$ cat src/rtl/program_loader_pkg.sv
// Shared receiver/assembler state types and constants for the UART program loader.
package program_loader_pkg;

  typedef enum logic [1:0] {
    IDLE,
    START,
    DATA,
    STOP
  } rx_state_t;

  typedef enum logic {
    EXPECT_LO,
    EXPECT_HI
  } asm_state_t;

  localparam logic [3:0] END_NIBBLE   = 4'hF;
  localparam logic [3:0] WRITE_NIBBLE = 4'h0;

  localparam int DEFAULT_CLKS_PER_BIT = 434;
  localparam int DEFAULT_TIMEOUT_BITS = 20;

  // Width of a counter running over 0..range_max-1, never narrower than one bit.
  function automatic int counter_width(input int range_max);
    return (range_max > 1) ? $clog2(range_max) : 1;
  endfunction

endpackage

$ cat src/rtl/program_loader_uart_rx.sv
// 8N1 UART receiver: synchronizes rx, frames one byte and flags bad stop bits.
module UartRx
  import program_loader_pkg::*;
#(
  parameter int CLKS_PER_BIT = DEFAULT_CLKS_PER_BIT
) (
  input  logic       clk,
  input  logic       reset,
  input  logic       rx,
  output logic [7:0] rx_byte,
  output logic       byte_valid,
  output logic       stop_error,
  output logic       rx_idle
);

  localparam int BAUD_W = counter_width(CLKS_PER_BIT);
  localparam logic [BAUD_W-1:0] BIT_END  = BAUD_W'(CLKS_PER_BIT - 1);
  // Detection already costs a cycle, so the start re-sample lands half a bit after the falling edge.
  localparam logic [BAUD_W-1:0] HALF_BIT =
    BAUD_W'((CLKS_PER_BIT / 2 > 0) ? (CLKS_PER_BIT / 2 - 1) : 0);

  logic              rx_meta;
  logic              rx_sync;
  rx_state_t         state, state_next;
  logic [BAUD_W-1:0] baud_cnt, baud_next;
  logic [2:0]        bit_cnt, bit_next;
  logic [7:0]        shift_reg, shift_next;
  logic [7:0]        byte_next;
  logic              wait_high, wait_high_next;
  logic              valid_next;
  logic              stop_err_next;

  always_ff @(posedge clk or negedge reset) begin
    if (!reset) begin
      rx_meta    <= 1'b1;
      rx_sync    <= 1'b1;
      state      <= IDLE;
      baud_cnt   <= '0;
      bit_cnt    <= '0;
      shift_reg  <= '0;
      rx_byte    <= '0;
      wait_high  <= 1'b0;
      byte_valid <= 1'b0;
      stop_error <= 1'b0;
    end else begin
      rx_meta    <= rx;
      rx_sync    <= rx_meta;
      state      <= state_next;
      baud_cnt   <= baud_next;
      bit_cnt    <= bit_next;
      shift_reg  <= shift_next;
      rx_byte    <= byte_next;
      wait_high  <= wait_high_next;
      byte_valid <= valid_next;
      stop_error <= stop_err_next;
    end
  end

  always_comb begin
    state_next     = state;
    baud_next      = baud_cnt;
    bit_next       = bit_cnt;
    shift_next     = shift_reg;
    byte_next      = rx_byte;
    wait_high_next = wait_high;
    valid_next     = 1'b0;
    stop_err_next  = 1'b0;

    case (state)
      IDLE: begin
        baud_next = '0;
        bit_next  = '0;
        // After a framing error the line must return high before a new start bit counts.
        if (wait_high) begin
          if (rx_sync) wait_high_next = 1'b0;
        end else if (!rx_sync) begin
          state_next = START;
        end
      end

      START: begin
        if (baud_cnt == HALF_BIT) begin
          baud_next  = '0;
          state_next = rx_sync ? IDLE : DATA;
        end else begin
          baud_next = baud_cnt + 1'b1;
        end
      end

      DATA: begin
        if (baud_cnt == BIT_END) begin
          baud_next  = '0;
          shift_next = {rx_sync, shift_reg[7:1]};
          if (bit_cnt == 3'd7) begin
            state_next = STOP;
          end else begin
            bit_next = bit_cnt + 1'b1;
          end
        end else begin
          baud_next = baud_cnt + 1'b1;
        end
      end

      STOP: begin
        if (baud_cnt == BIT_END) begin
          baud_next  = '0;
          state_next = IDLE;
          if (rx_sync) begin
            valid_next = 1'b1;
            byte_next  = shift_reg;
          end else begin
            stop_err_next  = 1'b1;
            wait_high_next = 1'b1;
          end
        end else begin
          baud_next = baud_cnt + 1'b1;
        end
      end

      default: state_next = IDLE;
    endcase
  end

  assign rx_idle = (state == IDLE);

endmodule

$ cat src/rtl/program_loader.sv
// Loads a program over UART: pairs received bytes into {opcode, address} words
// and streams them into text memory while holding the CPU in reset.
module program_loader
  import program_loader_pkg::*;
#(
  parameter int ADDR_WIDTH        = 8,
  parameter int INSTRUCTION_WIDTH = 4,
  parameter int DATA_WIDTH        = ADDR_WIDTH + INSTRUCTION_WIDTH,
  parameter int CLKS_PER_BIT      = DEFAULT_CLKS_PER_BIT,
  parameter int TIMEOUT_BITS      = DEFAULT_TIMEOUT_BITS
) (
  input  logic                  clk,
  input  logic                  reset,
  input  logic                  rx,
  output logic                  program_write,
  output logic [DATA_WIDTH-1:0] program_cmd,
  output logic [ADDR_WIDTH-1:0] uart_address,
  output logic                  loading,
  output logic                  done,
  output logic                  frame_error
);

  localparam int TIMEOUT_CYCLES = TIMEOUT_BITS * CLKS_PER_BIT;
  localparam int TMO_W          = counter_width(TIMEOUT_CYCLES);
  localparam logic [TMO_W-1:0] TMO_LAST = TMO_W'(TIMEOUT_CYCLES - 1);

  logic [7:0] rx_byte;
  logic       byte_valid;
  logic       stop_error;
  logic       rx_idle;

  UartRx #(
    .CLKS_PER_BIT(CLKS_PER_BIT)
  ) u_rx (
    .clk       (clk),
    .reset     (reset),
    .rx        (rx),
    .rx_byte   (rx_byte),
    .byte_valid(byte_valid),
    .stop_error(stop_error),
    .rx_idle   (rx_idle)
  );

  asm_state_t                   asm_state, asm_next;
  logic [7:0]                   lo_byte, lo_next;
  logic [TMO_W-1:0]             idle_cnt, idle_next;
  logic                         write_next;
  logic [DATA_WIDTH-1:0]        cmd_next;
  logic [ADDR_WIDTH-1:0]        addr_next;
  logic                         loading_next;
  logic                         done_next;
  logic                         ferr_next;
  logic [INSTRUCTION_WIDTH-1:0] opcode;
  logic [ADDR_WIDTH-1:0]        addr_field;

  assign opcode     = INSTRUCTION_WIDTH'(rx_byte[3:0]);
  assign addr_field = ADDR_WIDTH'(lo_byte);

  always_ff @(posedge clk or negedge reset) begin
    if (!reset) begin
      asm_state     <= EXPECT_LO;
      lo_byte       <= '0;
      idle_cnt      <= '0;
      program_write <= 1'b0;
      program_cmd   <= '0;
      uart_address  <= '0;
      loading       <= 1'b0;
      done          <= 1'b0;
      frame_error   <= 1'b0;
    end else begin
      asm_state     <= asm_next;
      lo_byte       <= lo_next;
      idle_cnt      <= idle_next;
      program_write <= write_next;
      program_cmd   <= cmd_next;
      uart_address  <= addr_next;
      loading       <= loading_next;
      done          <= done_next;
      frame_error   <= ferr_next;
    end
  end

  always_comb begin
    asm_next     = asm_state;
    lo_next      = lo_byte;
    idle_next    = '0;
    write_next   = 1'b0;
    cmd_next     = program_cmd;
    addr_next    = uart_address;
    loading_next = loading;
    done_next    = 1'b0;
    ferr_next    = frame_error;

    // The address advances only once the memory has seen the strobe at the old address.
    if (program_write) addr_next = uart_address + 1'b1;

    if (stop_error) begin
      ferr_next = 1'b1;
      asm_next  = EXPECT_LO;
    end

    case (asm_state)
      EXPECT_LO: begin
        if (byte_valid) begin
          lo_next      = rx_byte;
          asm_next     = EXPECT_HI;
          loading_next = 1'b1;
        end
      end

      EXPECT_HI: begin
        if (byte_valid) begin
          asm_next = EXPECT_LO;
          if (rx_byte[7:4] == WRITE_NIBBLE) begin
            write_next = 1'b1;
            cmd_next   = DATA_WIDTH'({opcode, addr_field});
            ferr_next  = 1'b0;
          end else if (rx_byte[7:4] == END_NIBBLE) begin
            done_next    = 1'b1;
            loading_next = 1'b0;
            addr_next    = '0;
          end else begin
            ferr_next = 1'b1;
          end
        end else if (rx_idle && !stop_error) begin
          // A half-received word is abandoned if the line stays quiet too long.
          if (idle_cnt == TMO_LAST) begin
            ferr_next = 1'b1;
            asm_next  = EXPECT_LO;
          end else begin
            idle_next = idle_cnt + 1'b1;
          end
        end
      end

      default: asm_next = EXPECT_LO;
    endcase
  end

endmodule

$ cat config.mk
export PLATFORM = sky130hd
export DESIGN_NAME = program_loader
export DESIGN_NICKNAME = d
export VERILOG_FILES = /design/src/rtl/program_loader_pkg.sv /design/src/rtl/program_loader_uart_rx.sv /design/src/rtl/program_loader.sv
export SDC_FILE = /design/constraint.sdc
export NUM_CORES = 1
export LEC_CHECK = 0
export CAP_MARGIN = 20
export CORE_MARGIN = 1
export CORE_UTILIZATION = 52
export DETAILED_ROUTE_END_ITERATION = 7
export PLACE_DENSITY = 0.77
export REMOVE_ABC_BUFFERS = 1
export SLEW_MARGIN = 25
export SYNTH_ARGS = -nofsm -noshare
export SYNTH_HDL_FRONTEND = slang
export SYNTH_HIERARCHICAL = 1
export SYNTH_SLANG_ARGS = --single-unit
$ cat constraint.sdc
create_clock -name clk -period 2 [get_ports clk]
set_clock_uncertainty 0.1 [all_clocks]
set_input_delay 0.3 -clock clk [delete_from_list [all_inputs] [get_ports clk]]
set_output_delay 0.3 -clock clk [all_outputs]
set_load 0.005 [all_outputs]
==> impl_metrics.yaml <==
final_layout:
  drive_above_1_share_pct: 18.61
  top_regs: "idle_cnt: 14 flops, program_cmd: 12 flops, u_rx/baud_cnt: 9 flops"
  syn_to_final_growth_pct: 18.26
  largest_register_ffs: 14
  regMostFlops: "idle_cnt"
  n_antenna_cell: 0
  nets: 365
yosys:
  avgSynthCellArea_um2: 11.49
  syn_area_um2: 3597
  synthTopCellsByCount: "dfrtp_1 (80), nand2_1 (41), nor2_1 (30), mux2_2 (28), xnor2_1 (11)"
  synth_edf_count: 0
  yosysTopAreaCellShare_pct: 55.65
  async_flop_share_pct: 100.0
  yosysWarnings: 6
  synth_seq_cells: 82
  syn-instance-count: 313
  seq_area_frac_synth_pct: 57.11
  synth_most_common_cell: "dfrtp_1"
  post_synth_num_cell_types: 49
  yosysTopAreaCell: "dfrtp_1"
  ys_top_cells_by_area: "dfrtp_1 (56%), mux2_2 (8.8%), nand2_1 (4.3%)"
  synthFlopType: "dfrtp_1"
run_status:
  status: "finished clean"
timing:
  whs_ns: 0.2576
  maxSlewViolCount: 0
  fin_tns_setup_ns: 0
  slew_headroom_pct: 57.13
  setup_viol: 0
  worstMarginPinSlew_ns: 0.6407
  period_share_pct: 95.09
  max_freq_ghz: 0.5258
  rsz0062_at_grt: "false"
  layout_setup_ws_ns: 0.09815
  finalCriticalPeriod_ns: 1.902
  finalHoldViolCount: 0
placement:
  io_buffers: 26
  routabilityCongestion: 0.8018
  hpwl_um: 4337
  pre_cts_slack_ns: 0.1064
floorplanning:
  num_io_pins: 27
  die_y_um: 85.17
  core-area_um2: 6495
  die_w_um: 85.17
  die-area_um2: 7254
  placementRows: 29
  initial_core_util_pct: 55.38
cts:
  cts_setup_buffers: 0
  clk_pin_slew_ns: 0.08
  clock_path_buffers: 2
  numCtsBuffers: 9
  tritoncts: "yes"
  insertion_delay_ns: 0.34
  root_buffer: "clkbuf_8"
  htreeDepth: 3
  cts.sinks: 82
grt:
  overflow: 0
  grt_max_degree: 44
  grt_use_total_pct: 19.86
  antenna_found_initial: 0
  grt_pass1_vias: 2574
  grt_pass1_wl_um: 11250
worst_setup_path:
  r2r_end: "program_cmd[7]"
  reg2regPathDepth: 4
  critical_path_arrival_ns: 2.03
  worst_setup_path_start_kind: "flip-flop"
  worstPathMaxFanout: 12
  end_kind: "flip-flop"
  crit_type: "reg -> reg"
  required_ns: 2.13
  r2r_start: "u_rx/rx_byte[4]"
  rrSetupSlack_ns: 0.1
detailed_routing:
  drt_wl_total_um: 6318
  drt_pass1_iterations: 4
  via_per_inst: 5.666
  drt_iter0_markers: 103
  dr_total_vias: 2476
  drc_errors: 0
  wl_per_cell_um: 14.46
  ant_nets: 0
pwr:
  leakage_nw: 1.963
  ir_drop_mv: 0.4572
  p_per_area_nw_per_um2: 706.1
flow_run:
  drv_cap: 0
min_path:
  hold_end: "u_rx/rx_sync"
  min_from: "u_rx/rx_meta"
  hold_path_class: "reg -> reg"
  min_path_cells: 0
-- area by class of cell --
class / instances / area (um2)
clock buffer: 11 / 141.4
tap: 77 / 96.34
sequential: 82 / 2054
timing repair buffer: 37 / 367.9
multi-input combinational: 216 / 1483
fill: 487 / 2241
inverter: 9 / 33.78
clock inverter: 5 / 77.57
-- repair_timing --
| item | in CTS | in global routing |
|---|---|---|
| endpoints found under the hold margin | 40 | 0 |
| setup endpoints to repair | 0 | 2 |
| gates resized for setup | 0 | 1 |
| hold buffers | 1 | 0 |
-- report_power, final --
group	switching [mW]	internal, mW	leakage, nW
clock network	0.563	0.733	0.109
logic	0.0340	0.0111	0.729
registers	0.00175	1.66	1.12
total	0.599	2.40	1.96
-- cell usage in the layout, fill, tap and decap left out, types with 8 or more instances in the layout --
cell type / count
buf_4: 9
o21ai_0: 8
nor2_1: 30
xnor2_1: 11
clkbuf_8: 10
clkdlybuf4s50_1: 25
inv_1: 9
xor2_1: 8
mux2_2: 28
nand2_1: 41
dfrtp_1: 80
nand3_1: 8
-- worst max-delay path by stage --
stage                     start         endpoint  slack [ns]  cells after the start
2_1_floorplan   u_rx/rx_byte[4]   program_cmd[0]        0.07                      3
5_1_grt        u_rx/baud_cnt[1]  u_rx/rx_byte[2]        0.03                      6
3_3_place_gp    u_rx/rx_byte[4]   program_cmd[1]        0.16                      4
4_1_cts         u_rx/rx_byte[4]   program_cmd[4]        0.09                      4
6_report        u_rx/rx_byte[4]   program_cmd[7]         0.1                      4
3_5_place_dp    u_rx/rx_byte[4]   program_cmd[4]        0.11                      4
-- through the flow --
step | util, % | power (mW) | instances | cell area (um2)
floorplan | - | 1.696 | 307 | 3566
global placement | 61.90 | 1.740 | 420 | 4020
detailed placement | 61.90 | 1.741 | 420 | 4020
CTS | 65.42 | 3.037 | 437 | 4249
global route | 65.50 | 3.131 | 437 | 4254
finish | 65.50 | 3.004 | 437 | 4254
-- worst max-delay path, cell delays in order (launching register included) --
cell     delay [ns]
dfrtp_1        0.41
or4_1          0.57
nor2_2         0.21
buf_12         0.17
mux2_2         0.33
-- cell families after synthesis --
family | count (synthesis) | synth area share, %
flops | 82 | 57.11
xor+xnor | 19 | 4.626
simple gates | 124 | 17.95
compound gates | 37 | 7.026
mux | 29 | 9.043
fa+ha+maj | 7 | 2.435
buf+inv | 15 | 1.808
-- per-layer routing --
| layer | routed length, um | share of wire [%] | global-route usage (%) |
|---|---|---|---|
| met5 | 0 | 0 | 0 |
| met4 | 113 | 1.8 | 10.94 |
| met3 | 207 | 3.3 | 3.210 |
| met2 | 3117 | 49 | 33.65 |
| met1 | 2879 | 46 | 24.40 |
Note: power is estimated with default switching activity, not from simulation.
